### config.mk
export PLATFORM = sky130hd
export DESIGN_NAME = store_buffer
export DESIGN_NICKNAME = d
export VERILOG_FILES = /design/src/rtl/store_buffer.sv
export SDC_FILE = /design/constraint.sdc
export NUM_CORES = 1
export LEC_CHECK = 0
export BUFFER_PORTS_ARGS = -buffer_cell sky130_fd_sc_hd__buf_4
export CORE_ASPECT_RATIO = 1.2
export CORE_MARGIN = 2
export CORE_UTILIZATION = 50
export CTS_CLUSTER_DIAMETER = 100
export DETAILED_ROUTE_END_ITERATION = 10
export PLACE_DENSITY = 0.7
export SYNTH_ARGS = -nofsm -noshare
export SYNTH_HDL_FRONTEND = slang
export SYNTH_SLANG_ARGS = --single-unit
### constraint.sdc
create_clock -name clk_i -period 11.3 [get_ports clk_i]
set_input_delay 1.13 -clock clk_i [delete_from_list [all_inputs] [get_ports clk_i]]
set_output_delay 1.13 -clock clk_i [all_outputs]
set_load 0.01 [all_outputs]
### src/rtl/store_buffer.sv
// Posted-write store buffer between the MEM stage and data memory.
// Stores enqueue in one edge, loads forward from the youngest match, and the head drains when the port is free.
module store_buffer #(
    parameter int DEPTH  = 4,
    parameter int ADDR_W = 32,
    parameter int DATA_W = 32
) (
    input  logic              clk_i,
    input  logic              rst_i,
    input  logic [ADDR_W-1:0] addr_i,
    input  logic              memRead_i,
    input  logic              memWrite_i,
    input  logic [DATA_W-1:0] Write_Data_i,
    output logic [DATA_W-1:0] Read_Data_o,
    output logic              stall_o,
    output logic              empty_o,
    output logic [ADDR_W-1:0] mem_addr_o,
    output logic              mem_read_o,
    output logic              mem_write_o,
    output logic [DATA_W-1:0] mem_wdata_o,
    input  logic [DATA_W-1:0] mem_rdata_i
);

    localparam int PTR_W = $clog2(DEPTH);
    localparam int CNT_W = PTR_W + 1;

    logic [ADDR_W-1:0] addr_mem_q [DEPTH];
    logic [DATA_W-1:0] data_mem_q [DEPTH];

    logic [PTR_W-1:0] head_q, head_d;
    logic [PTR_W-1:0] tail_q, tail_d;
    logic [CNT_W-1:0] count_q, count_d;

    logic              full;
    logic              is_store;
    logic              stall;
    logic              enq;
    logic              drain;
    logic              hit;
    logic [DATA_W-1:0] fwd_data;

    assign full     = (count_q == CNT_W'(DEPTH));
    assign is_store = memWrite_i & ~memRead_i;
    assign stall    = is_store & full;
    assign enq      = is_store & ~full;
    // A full-stall cycle doubles as a drain cycle so the held store fits next cycle.
    assign drain    = (count_q != '0) & ((~memRead_i & ~memWrite_i) | stall);

    // Scan oldest to youngest so the last match (closest to tail) wins.
    always_comb begin
        logic [PTR_W-1:0] idx;
        idx      = '0;
        hit      = 1'b0;
        fwd_data = '0;
        for (int unsigned i = 0; i < DEPTH; i++) begin
            idx = head_q + PTR_W'(i);
            if ((CNT_W'(i) < count_q) && (addr_mem_q[idx] == addr_i)) begin
                hit      = 1'b1;
                fwd_data = data_mem_q[idx];
            end
        end
    end

    always_comb begin
        Read_Data_o = '0;
        mem_read_o  = 1'b0;
        mem_write_o = 1'b0;
        mem_addr_o  = '0;
        mem_wdata_o = '0;
        if (memRead_i) begin
            if (hit) begin
                Read_Data_o = fwd_data;
            end else begin
                Read_Data_o = mem_rdata_i;
                mem_read_o  = 1'b1;
                mem_addr_o  = addr_i;
            end
        end else if (drain) begin
            mem_write_o = 1'b1;
            mem_addr_o  = addr_mem_q[head_q];
            mem_wdata_o = data_mem_q[head_q];
        end
    end

    assign stall_o = stall;
    assign empty_o = (count_q == '0);

    always_comb begin
        head_d  = head_q;
        tail_d  = tail_q;
        count_d = count_q;
        if (enq) begin
            tail_d  = tail_q + 1'b1;
            count_d = count_q + 1'b1;
        end else if (drain) begin
            head_d  = head_q + 1'b1;
            count_d = count_q - 1'b1;
        end
    end

    always_ff @(posedge clk_i or negedge rst_i) begin
        if (!rst_i) begin
            head_q  <= '0;
            tail_q  <= '0;
            count_q <= '0;
        end else begin
            head_q  <= head_d;
            tail_q  <= tail_d;
            count_q <= count_d;
        end
    end

    always_ff @(posedge clk_i) begin
        if (enq) begin
            addr_mem_q[tail_q] <= addr_i;
            data_mem_q[tail_q] <= Write_Data_i;
        end
    end

endmodule

# Yosys cells after proc, flatten, opt, wreduce, memory -nomap -nowiden
# Memory sizes are Yosys's and may differ from the RTL's.
# Cells that the tools add are included.
# W data, S select, Z words.
dict set report totals {
  mem_bits_rw 256
  input_bits 100
  memories 2
  ff_bits 7
  elab_cells 61
}
dict set report classes {
  n_reduce_logical 8
  n_eq_ne 5
  magnitude_cmp 4
  muxes 23
  n_bitwise 10
  addsub 6
}
# name depth word_bits read_ports rd_clocked_by_memory_dff wr line_no
set mem_list {}
lappend mem_list {addr_mem_q 4 32 4 0 1 27} ;# logic [ADDR_W-1:0] addr_mem_q [DEPTH];
lappend mem_list {data_mem_q 4 32 4 0 1 28} ;# logic [DATA_W-1:0] data_mem_q [DEPTH];
# op n
set op_table {}
lappend op_table {{$mux W32} 11}
lappend op_table {{$eq A32 B32 Y1} 4}
lappend op_table {{$mux W1} 10}
lappend op_table {{$lt A1 B3 Y1 const A} 2}
lappend op_table {{$lt A2 B3 Y1 const A} 2}
lappend op_table {{$mux W3} 2}
lappend op_table {{$and A1 B1 Y1} 5}
lappend op_table {{$add A2 B1 Y2 const B} 2}
lappend op_table {{$add A2 B2 Y2 const B} 2}
lappend op_table {{$logic_and A1 B1 Y1} 4}
lappend op_table {{$not A1 Y1} 4}
lappend op_table {{$add A3 B1 Y3 const B} 1}
lappend op_table {{$eq A3 B3 Y1 const B} 1}
lappend op_table {{$logic_not A3 Y1} 1}
lappend op_table {{$reduce_bool A3 Y1} 1}
lappend op_table {{$sub A3 B1 Y3 const B} 1}
lappend op_table {{$reduce_and A2 Y1} 1}
lappend op_table {{$reduce_bool A2 Y1} 1}
lappend op_table {{$or A1 B1 Y1} 1}

# Depth between registers and ports, before layout
# Gate-level depths: netlist of run 1.
# An unclocked memory read counts as a cell.
dict set report depth {
  ltp_word 9
  depth_mapped 17
  ltp_nobuf 11
}

# Least setup slack after synthesis of run 1
# Ideal clock, no wire load.
dict set report synth_timing {
  path_type {input -> output}
  start {in addr_i[5]}
  end {out Read_Data_o[23]}
  setup_slack_ns 6.533
  n_path_buf 3
  path_stages 11
  arrival_ns 3.637
  path_cell_list {buf_1 > xnor2_1 > nand4_1 > a2111oi_0 > nand4_1 > or4_1 > clkbuf_1 > clkbuf_1 > a211oi_1 > a311oi_1 > nor3b_1}
}
dict set report synth_via {
  elab_chain_len 8
}
# item line_no
set synth_rtl {}
lappend synth_rtl {{start: declaration} 10} ;# input logic [ADDR_W-1:0] addr_i,
lappend synth_rtl {{$eq A32 B32 Y1} 57} ;# if ((CNT_W'(i) < count_q) && (addr_mem_q[idx] == addr_i)) begin
lappend synth_rtl {{$logic_and A1 B1 Y1} 57}
lappend synth_rtl {{$mux W32 / $mux W1 (equally long branches) (4 in a row)} 57}
lappend synth_rtl {{$mux W32 *} 71} ;# if (hit) begin
lappend synth_rtl {{$mux W32 *} 70} ;# if (memRead_i) begin
lappend synth_rtl {{end: declaration} 14} ;# output logic [DATA_W-1:0] Read_Data_o,
# Every way passes the cells marked *; elsewhere a longest branch is shown, timed or not.

# Worst setup path after layout of run 1
dict set report layout_timing {
  start {reg head_q[0]}
  end {out Read_Data_o[1]}
}
dict set report layout_via {
  elab_chain_len 9
}
# item line_no
set layout_rtl {}
lappend layout_rtl {{start: declaration} 30} ;# logic [PTR_W-1:0] head_q, head_d;
lappend layout_rtl {{start signal: assignment} 103} ;# head_q <= '0;
lappend layout_rtl {{start signal: assignment} 107} ;# head_q <= head_d;
lappend layout_rtl {{$add A2 B1 Y2 / $mem_v2 Z4 W32 (equally long branches)} --}
lappend layout_rtl {{$mem_v2 Z4 W32 / $eq A32 B32 Y1 (equally long branches)} --}
lappend layout_rtl {{$eq A32 B32 Y1 / $logic_and A1 B1 Y1 (equally long branches)} 57}
lappend layout_rtl {{$logic_and A1 B1 Y1, or another cell as far along} 57}
lappend layout_rtl {{$mux W32 / $mux W1 (equally long branches) (3 in a row)} 57}
lappend layout_rtl {{$mux W32 *} 71}
lappend layout_rtl {{$mux W32 *} 70}
# Marks and branches as above.

==> results.cfg, run 1 <==
[clock_tree]
postCtsSetupRepairBufs = 0
cts-htree-levels = 1
cts_sinks = 263
postCtsResizedCells = 0
cts_tree = done
clk_latency_ns = 0.57
cts-buffers-inserted = 29
cts.path.max_buffers = 3
cts-root-buf = sky130_fd_sc_hd__clkbuf_16
clk_pin_slew_worst_paths_ns = 0.06
cts_hold_repair.buffers = 0

[synthesis]
seq_area_frac_synth_pct = 44.4
syn_inst = 1583
synth.distinct_cells = 62
synth_top_cells_by_area = sky130_fd_sc_hd__edfxtp_1 43%, sky130_fd_sc_hd__mux2i_1 15%, sky130_fd_sc_hd__mux4_2 4.8%, sky130_fd_sc_hd__xnor2_1 4.4%, sky130_fd_sc_hd__nand2_1 2.8%
share_of_yosys_cell_area_claimed_by_the_top_area_cell_type_pct = 43.4
synth_top_area_cell = sky130_fd_sc_hd__edfxtp_1
synthesis.nets = 1691
synth.yosys.warnings = 0
postSynthAreaPerCell_um2 = 11.2
synth-edff-count = 256
dominantRegCellSynth = sky130_fd_sc_hd__edfxtp_1
syn-cell-area_mm2 = 0.0177
share_of_flip_flops_with_an_asynchronous_set_or_reset_after_synthesis_pct = 2.66
synth_seq_cells = 263

[grt]
grt_start_max_net_pins = 84
antenna_violations_before_repair = 2
track_usage_pct = 28.0
global_route.overflow_total = 0
grt_first_pass_wirelength_mm = 80.6
grt_pass1_vias = 13900

[die]
die_height_um = 210
chipWidth_um = 176
core_area_mm2 = 0.0349
die_area_mm2 = 0.0370
core.rowCount = 75
start_util_pct = 50.7
boundaryPins = 200

[job]
cap_violations = 0

[power_and_ir_drop]
power.share.switching_pct = 40.8
seq_power_share_pct = 28.4
ir_drop_v = 0.000135
p_sw_mw = 1.88
clkPwrFrac_pct = 20.7
post-layout-total-power_mw = 4.61
power_report.internal_total_mw = 2.73
power.share.combinational_pct = 51.0
power.density_mw_per_mm2 = 228
leakagePower_nw = 7.52

[setup_path]
cp-end-kind = output port
critical_path.startpoint = head_q[0]
critical_path_rt_ns = 10.17
crit_fanout = 83
timing.rr.end = data_mem_q[3][24]
worstSetupEndpoint = Read_Data_o[1]
arrival_ns = 7.15
setup.worst_path.class = register to output port
worst-r2r-cell-count = 5
regToRegStartpoint = count_q[1]
reg2reg_setup_slack_ns = 8.41
worstSetupStartpointType = register

[routing]
dr.pass1.iters = 6
num_vias = 14000
antenna_viol_nets_final = 0
detail_route.wl_per_cell_um = 24.4
detailedRoute.firstIterationViolations = 1408
vias_per_cell = 6.44
routed_wirelength_mm = 52.9
post-route-drc-count = 0

[timing]
layout_min_cycle_time_ns = 8.28
rsz0062_at_grt = false
layout_worst_path_cycle_share_pct = 73.3
setup_total_negative_slack_ns = 0
final_max_slew_viol_count = 0
final_critical_path_setup_slack_ns = 3.02
setup_viol_count_final = 0
relSlewSlack_pct = 19.0
slew_at_the_pin_with_the_worst_max_slew_slack_ns = 1.18
achievable-frequency_mhz = 121
final.setup_skew_ns = 0.0142
hold_violations_final = 0

[final_layout]
finish.utilization_pct = 57.9
layout_commonest_cell = sky130_fd_sc_hd__mux2i_1
mostFrequentLayoutCells = 263 x sky130_fd_sc_hd__mux2i_1, 256 x sky130_fd_sc_hd__edfxtp_1, 224 x sky130_fd_sc_hd__buf_4
post_route_cells_drive_above_1_share_pct = 21.0
final_net_count = 1789
layout.cells.non_filler = 2166
area_growth_pct = 14.2

[placement]
preCtsSetupSlack_ns = 3.94
hpwlAfterDp_mm = 34.7
place_congestion = 0.971
portBuffers = 199
post-place-cells = 2112

[worst_hold_path]
timing.hold.worst.class = input port to async pin

[status]
status = completed
==> flip-flops by register name, indices dropped and copies added, names as in the netlist <==
register,count
tail_q,2
head_q,2
addr_mem_q,128
count_q,3
data_mem_q,128
==> critical path: stages (launching register included) <==
cell                        delay, ns
sky130_fd_sc_hd__dfrtp_4         0.74
sky130_fd_sc_hd__buf_4           0.74
sky130_fd_sc_hd__buf_4           0.88
sky130_fd_sc_hd__mux4_2          0.43
sky130_fd_sc_hd__nor2b_1         0.15
sky130_fd_sc_hd__a2111oi_0       0.99
sky130_fd_sc_hd__o221ai_1        0.30
sky130_fd_sc_hd__nor4_1          0.33
sky130_fd_sc_hd__nand4_1         0.13
sky130_fd_sc_hd__buf_4           0.29
sky130_fd_sc_hd__and4_1          0.31
sky130_fd_sc_hd__buf_4           0.29
sky130_fd_sc_hd__a311oi_1        0.54
sky130_fd_sc_hd__nor3b_1         0.11
sky130_fd_sc_hd__buf_4           0.17
==> logic make-up (layout without fill, tap and decap cells) <==
logic type | count (synthesis) | in the layout | synth area share [%]
muxes | 340 | 340 | 22.2
buffers and inverters | 167 | 287 | 4.29
other | 0 | 1 | 0
adders and majority gates | 8 | 8 | 0.565
and+or+nand+nor | 394 | 394 | 10.5
xor gates and xnor gates | 106 | 106 | 5.24
AOI/OAI and AO/OA | 305 | 305 | 12.9
DFF | 263 | 263 | 44.4
==> stage by stage <==
stage	hold WS [ns]	cell area, um2
after global placement	0.608	19300
after floorplan	0.580	17700
after CTS	0.359	20200
final	0.384	20200
after detailed placement	0.624	19300
after global routing	0.372	20200
==> worst min path at each step <==
stage	end	slack [ns]	cells past startpoint
after floorplan	tail_q[1]	0.58	2
after global placement	tail_q[0]	0.61	2
after detailed placement	tail_q[1]	0.62	2
after CTS	head_q[0]	0.36	1
after global routing	head_q[0]	0.37	1
final	head_q[0]	0.38	1
==> routing by layer <==
metal	vias to the layer above	global-route usage, %	share of wire (%)
met5	-	0	0.030
met4	2	11.9	4.3
met3	127	4.89	7.6
met2	621	47.7	49
met1	6907	35.4	39
li1	6302	-	-
==> synthesized netlist by cell type, types with 3 or more instances <==
master / number
sky130_fd_sc_hd__mux2i_1: 263
sky130_fd_sc_hd__edfxtp_1: 256
sky130_fd_sc_hd__nand2_1: 133
sky130_fd_sc_hd__nor2_1: 125
sky130_fd_sc_hd__clkbuf_1: 97
sky130_fd_sc_hd__xnor2_1: 88
sky130_fd_sc_hd__o21ai_0: 48
sky130_fd_sc_hd__nand4_1: 47
sky130_fd_sc_hd__a211oi_1: 39
sky130_fd_sc_hd__mux2_2: 39
sky130_fd_sc_hd__mux4_2: 38
sky130_fd_sc_hd__a21o_1: 33
sky130_fd_sc_hd__a311oi_1: 32
sky130_fd_sc_hd__nor3b_1: 32
sky130_fd_sc_hd__o311ai_0: 32
sky130_fd_sc_hd__a21oi_1: 29
sky130_fd_sc_hd__buf_2: 28
sky130_fd_sc_hd__a22o_1: 21
sky130_fd_sc_hd__xor2_1: 18
sky130_fd_sc_hd__buf_1: 15
sky130_fd_sc_hd__nor4_1: 14
sky130_fd_sc_hd__buf_4: 10
sky130_fd_sc_hd__inv_1: 10
sky130_fd_sc_hd__nor3_1: 10
sky130_fd_sc_hd__o2bb2ai_1: 10
sky130_fd_sc_hd__a32o_1: 9
sky130_fd_sc_hd__nand3_1: 9
sky130_fd_sc_hd__a22oi_1: 8
sky130_fd_sc_hd__ha_1: 8
sky130_fd_sc_hd__a2111oi_0: 7
sky130_fd_sc_hd__dfrtp_1: 7
sky130_fd_sc_hd__nor2b_1: 7
sky130_fd_sc_hd__o22ai_1: 6
sky130_fd_sc_hd__and2_1: 5
sky130_fd_sc_hd__buf_6: 5
sky130_fd_sc_hd__a221oi_1: 3
sky130_fd_sc_hd__a31oi_1: 3
sky130_fd_sc_hd__o2111ai_1: 3
sky130_fd_sc_hd__o221ai_1: 3
==> area by class of cell <==
| class | count | area, um2 |
|---|---|---|
| well taps | 462 | 578 |
| diodes | 1 | 2.50 |
| repair buffers | 224 | 1680 |
| clock inverters | 14 | 145 |
| inverters | 10 | 40.0 |
| flip-flops and latches | 263 | 7870 |
| multi-input cells | 1153 | 9110 |
| clock buffers | 39 | 793 |
| fillers | 2967 | 14700 |
==> power groups by stage <==
stage                     registers, mW  logic, mW  clock network [mW]
after floorplan                    1.25       1.78                   0
after global routing               1.32       2.51                1.00
after global placement             1.32       2.29                   0
after CTS                          1.31       2.33               0.966
after detailed placement           1.33       2.32                   0
final                              1.31       2.35               0.952
Note: power is estimated with default switching activity, not from simulation.
==> inputs of run 2 (changes only) <==
==> constraint.sdc (replaced) <==
create_clock -name clk_i -period 8.47 [get_ports clk_i]
set_input_delay 0.847 -clock clk_i [delete_from_list [all_inputs] [get_ports clk_i]]
set_output_delay 0.847 -clock clk_i [all_outputs]
set_load 0.01 [all_outputs]
==> run 2 against run 1 <==
  * Total power increased by 34%
  * Register-to-register slack got worse by 2.9 ns
  * Largest cell class unchanged
  * Clock skew decreased by 0.0027 ns
  * Via count about the same
  * First-iteration DRC count decreased by 13%
==> results.cfg, run 2 (synthesis gave the netlist of run 1 again) <==
[setup_path]
crit_fanout = 66
timing.critical_path.slowest_cell_delay_ns = 1.13
worstSetupStartpointType = register
timing.rr.end = data_mem_q[0][18]
setup.worst_path.class = register to output port
path_delay_family = compound AO/OA/AOI/OAI gates
critical_path_rt_ns = 7.62
worst-r2r-cell-count = 5
arrival_ns = 6.07
slowest_stage = sky130_fd_sc_hd__dfrtp_4
cp-end-kind = output port
timing.critical_path.buf_inv = 4
worst_path_most_repeated_cell = sky130_fd_sc_hd__buf_4
regToRegStartpoint = count_q[1]
path_cells = buf_4, mux2i_1, mux2i_1, a2111oi_0, o221ai_1, nor4_1, nand4_1, buf_4, and4_1, buf_4, a311oi_1, nor3b_1, buf_4
reg2reg_setup_slack_ns = 5.52

[final_layout]
post_route_cells_drive_above_1_share_pct = 21.3
reg_top3 = addr_mem_q (128), data_mem_q (128), count_q (3)
final.fill_count = 2953
layout.cells.non_filler = 2172
num_antenna_cells = 0
mostFrequentLayoutCells = 263 x sky130_fd_sc_hd__mux2i_1, 256 x sky130_fd_sc_hd__edfxtp_1, 229 x sky130_fd_sc_hd__buf_4
layout_commonest_cell = sky130_fd_sc_hd__mux2i_1
final_net_count = 1796
area_growth_pct = 14.6

[routing]
post-route-drc-count = 0
routed_length_on_met1_mm = 20.6
num_vias = 14000
detail_route.wl_per_cell_um = 24.2
top_signal_layer_used = met4
routed_wirelength_mm = 52.5
route.met3.wl_mm = 4.06
antenna_viol_nets_final = 0
detailedRoute.firstIterationViolations = 1228
dr.pass1.iters = 6
vias_per_cell = 6.42
detailroute.wirelength.met2_mm = 25.7

[grt]
grt_pass1_vias = 13700
grt_first_pass_wirelength_mm = 80.0
grt_start_max_net_pins = 70
track_usage_pct = 27.9
global_route.overflow_total = 0
antenna_violations_before_repair = 1

[die]
die_area_mm2 = 0.0370
chipWidth_um = 176
start_util_pct = 50.7
core.rowCount = 75
die_height_um = 210
boundaryPins = 200
core_area_mm2 = 0.0349

[power_and_ir_drop]
leakagePower_nw = 7.54
power.density_mw_per_mm2 = 304
ir_drop_v = 0.000185

[worst_hold_path]
timing.hold.worst.class = input port to async pin

[timing]
rsz0062_at_grt = false
achievable-frequency_mhz = 145
final_max_slew_viol_count = 0
layout_min_cycle_time_ns = 6.92
layout_worst_path_cycle_share_pct = 81.7
setup_total_negative_slack_ns = 0
slew_at_the_pin_with_the_worst_max_slew_slack_ns = 1.12
relSlewSlack_pct = 25.2
setup_viol_count_final = 0
hold_violations_final = 0
final.setup_skew_ns = 0.0116

[clock_tree]
postCtsSetupRepairBufs = 0
clk_latency_ns = 0.57
postCtsResizedCells = 0
cts-root-buf = sky130_fd_sc_hd__clkbuf_16
cts.path.max_buffers = 3
cts_tree = done
cts-buffers-inserted = 30
cts_sinks = 263
clk_pin_slew_worst_paths_ns = 0.06
cts_hold_repair.buffers = 0
cts-htree-levels = 1

[placement]
portBuffers = 199
hpwlAfterDp_mm = 35.0
place_congestion = 0.943
post-place-cells = 2118

[job]
cap_violations = 0

[status]
status = completed
run 2: worst max-delay path by stage:
stage	slack, ns	cells after the start	start	end
2_1_floorplan	4.26	14	head_q[1]	Read_Data_o[23]
3_3_place_gp	2.42	12	head_q[1]	Read_Data_o[21]
3_5_place_dp	2.37	12	head_q[1]	Read_Data_o[21]
4_1_cts	1.76	12	head_q[1]	Read_Data_o[21]
5_1_grt	1.43	12	head_q[1]	Read_Data_o[21]
6_report	1.55	13	head_q[1]	Read_Data_o[21]
run 2: cell type report:
class / count / area [um2] / share of cell area, %
Timing Repair Buffer: 230 / 1740 / 8.57
Clock buffer: 41 / 853 / 4.21
Sequential cell: 263 / 7870 / 38.8
Multi-Input combinational cell: 1153 / 9110 / 44.9
Inverter: 10 / 40.0 / 0.197
Tap cell: 462 / 578 / 2.85
Clock inverter: 13 / 100 / 0.493
run 2: metal layers:
layer  track usage [%]  vias to the layer above
met3              4.91                      119
met5                 0                        -
met4              11.5                        0
li1                  -                     6320
met1              36.1                     6845
met2              46.5                      667
run 2: metrics by stage:
step                setup WS [ns]  hold slack (ns)  utilization [%]  power [mW]  instance area, um2
floorplan                    4.26            0.551                -        4.05               17700
global placement             2.42            0.616             55.4        4.84               19300
detailed placement           2.37            0.629             55.4        4.88               19300
CTS                          1.76           0.0683             58.1        6.15               20300
global route                 1.43           0.0666             58.1        6.47               20300
finish                       1.55           0.0774             58.1        6.16               20300
run 2: report_power, final:
part	switching (mW)	internal, mW	total, mW
registers	0.196	1.59	1.79
logic	1.79	1.32	3.11
clock network	0.531	0.731	1.26
run 2: worst register-to-register path, cell delays in order, from the launching register on:
cell and delay, ns:
sky130_fd_sc_hd__dfrtp_1 0.47, sky130_fd_sc_hd__inv_1 0.13, sky130_fd_sc_hd__ha_1 0.28, sky130_fd_sc_hd__a21oi_1 0.46
sky130_fd_sc_hd__and2_4 0.44, sky130_fd_sc_hd__buf_4 0.70
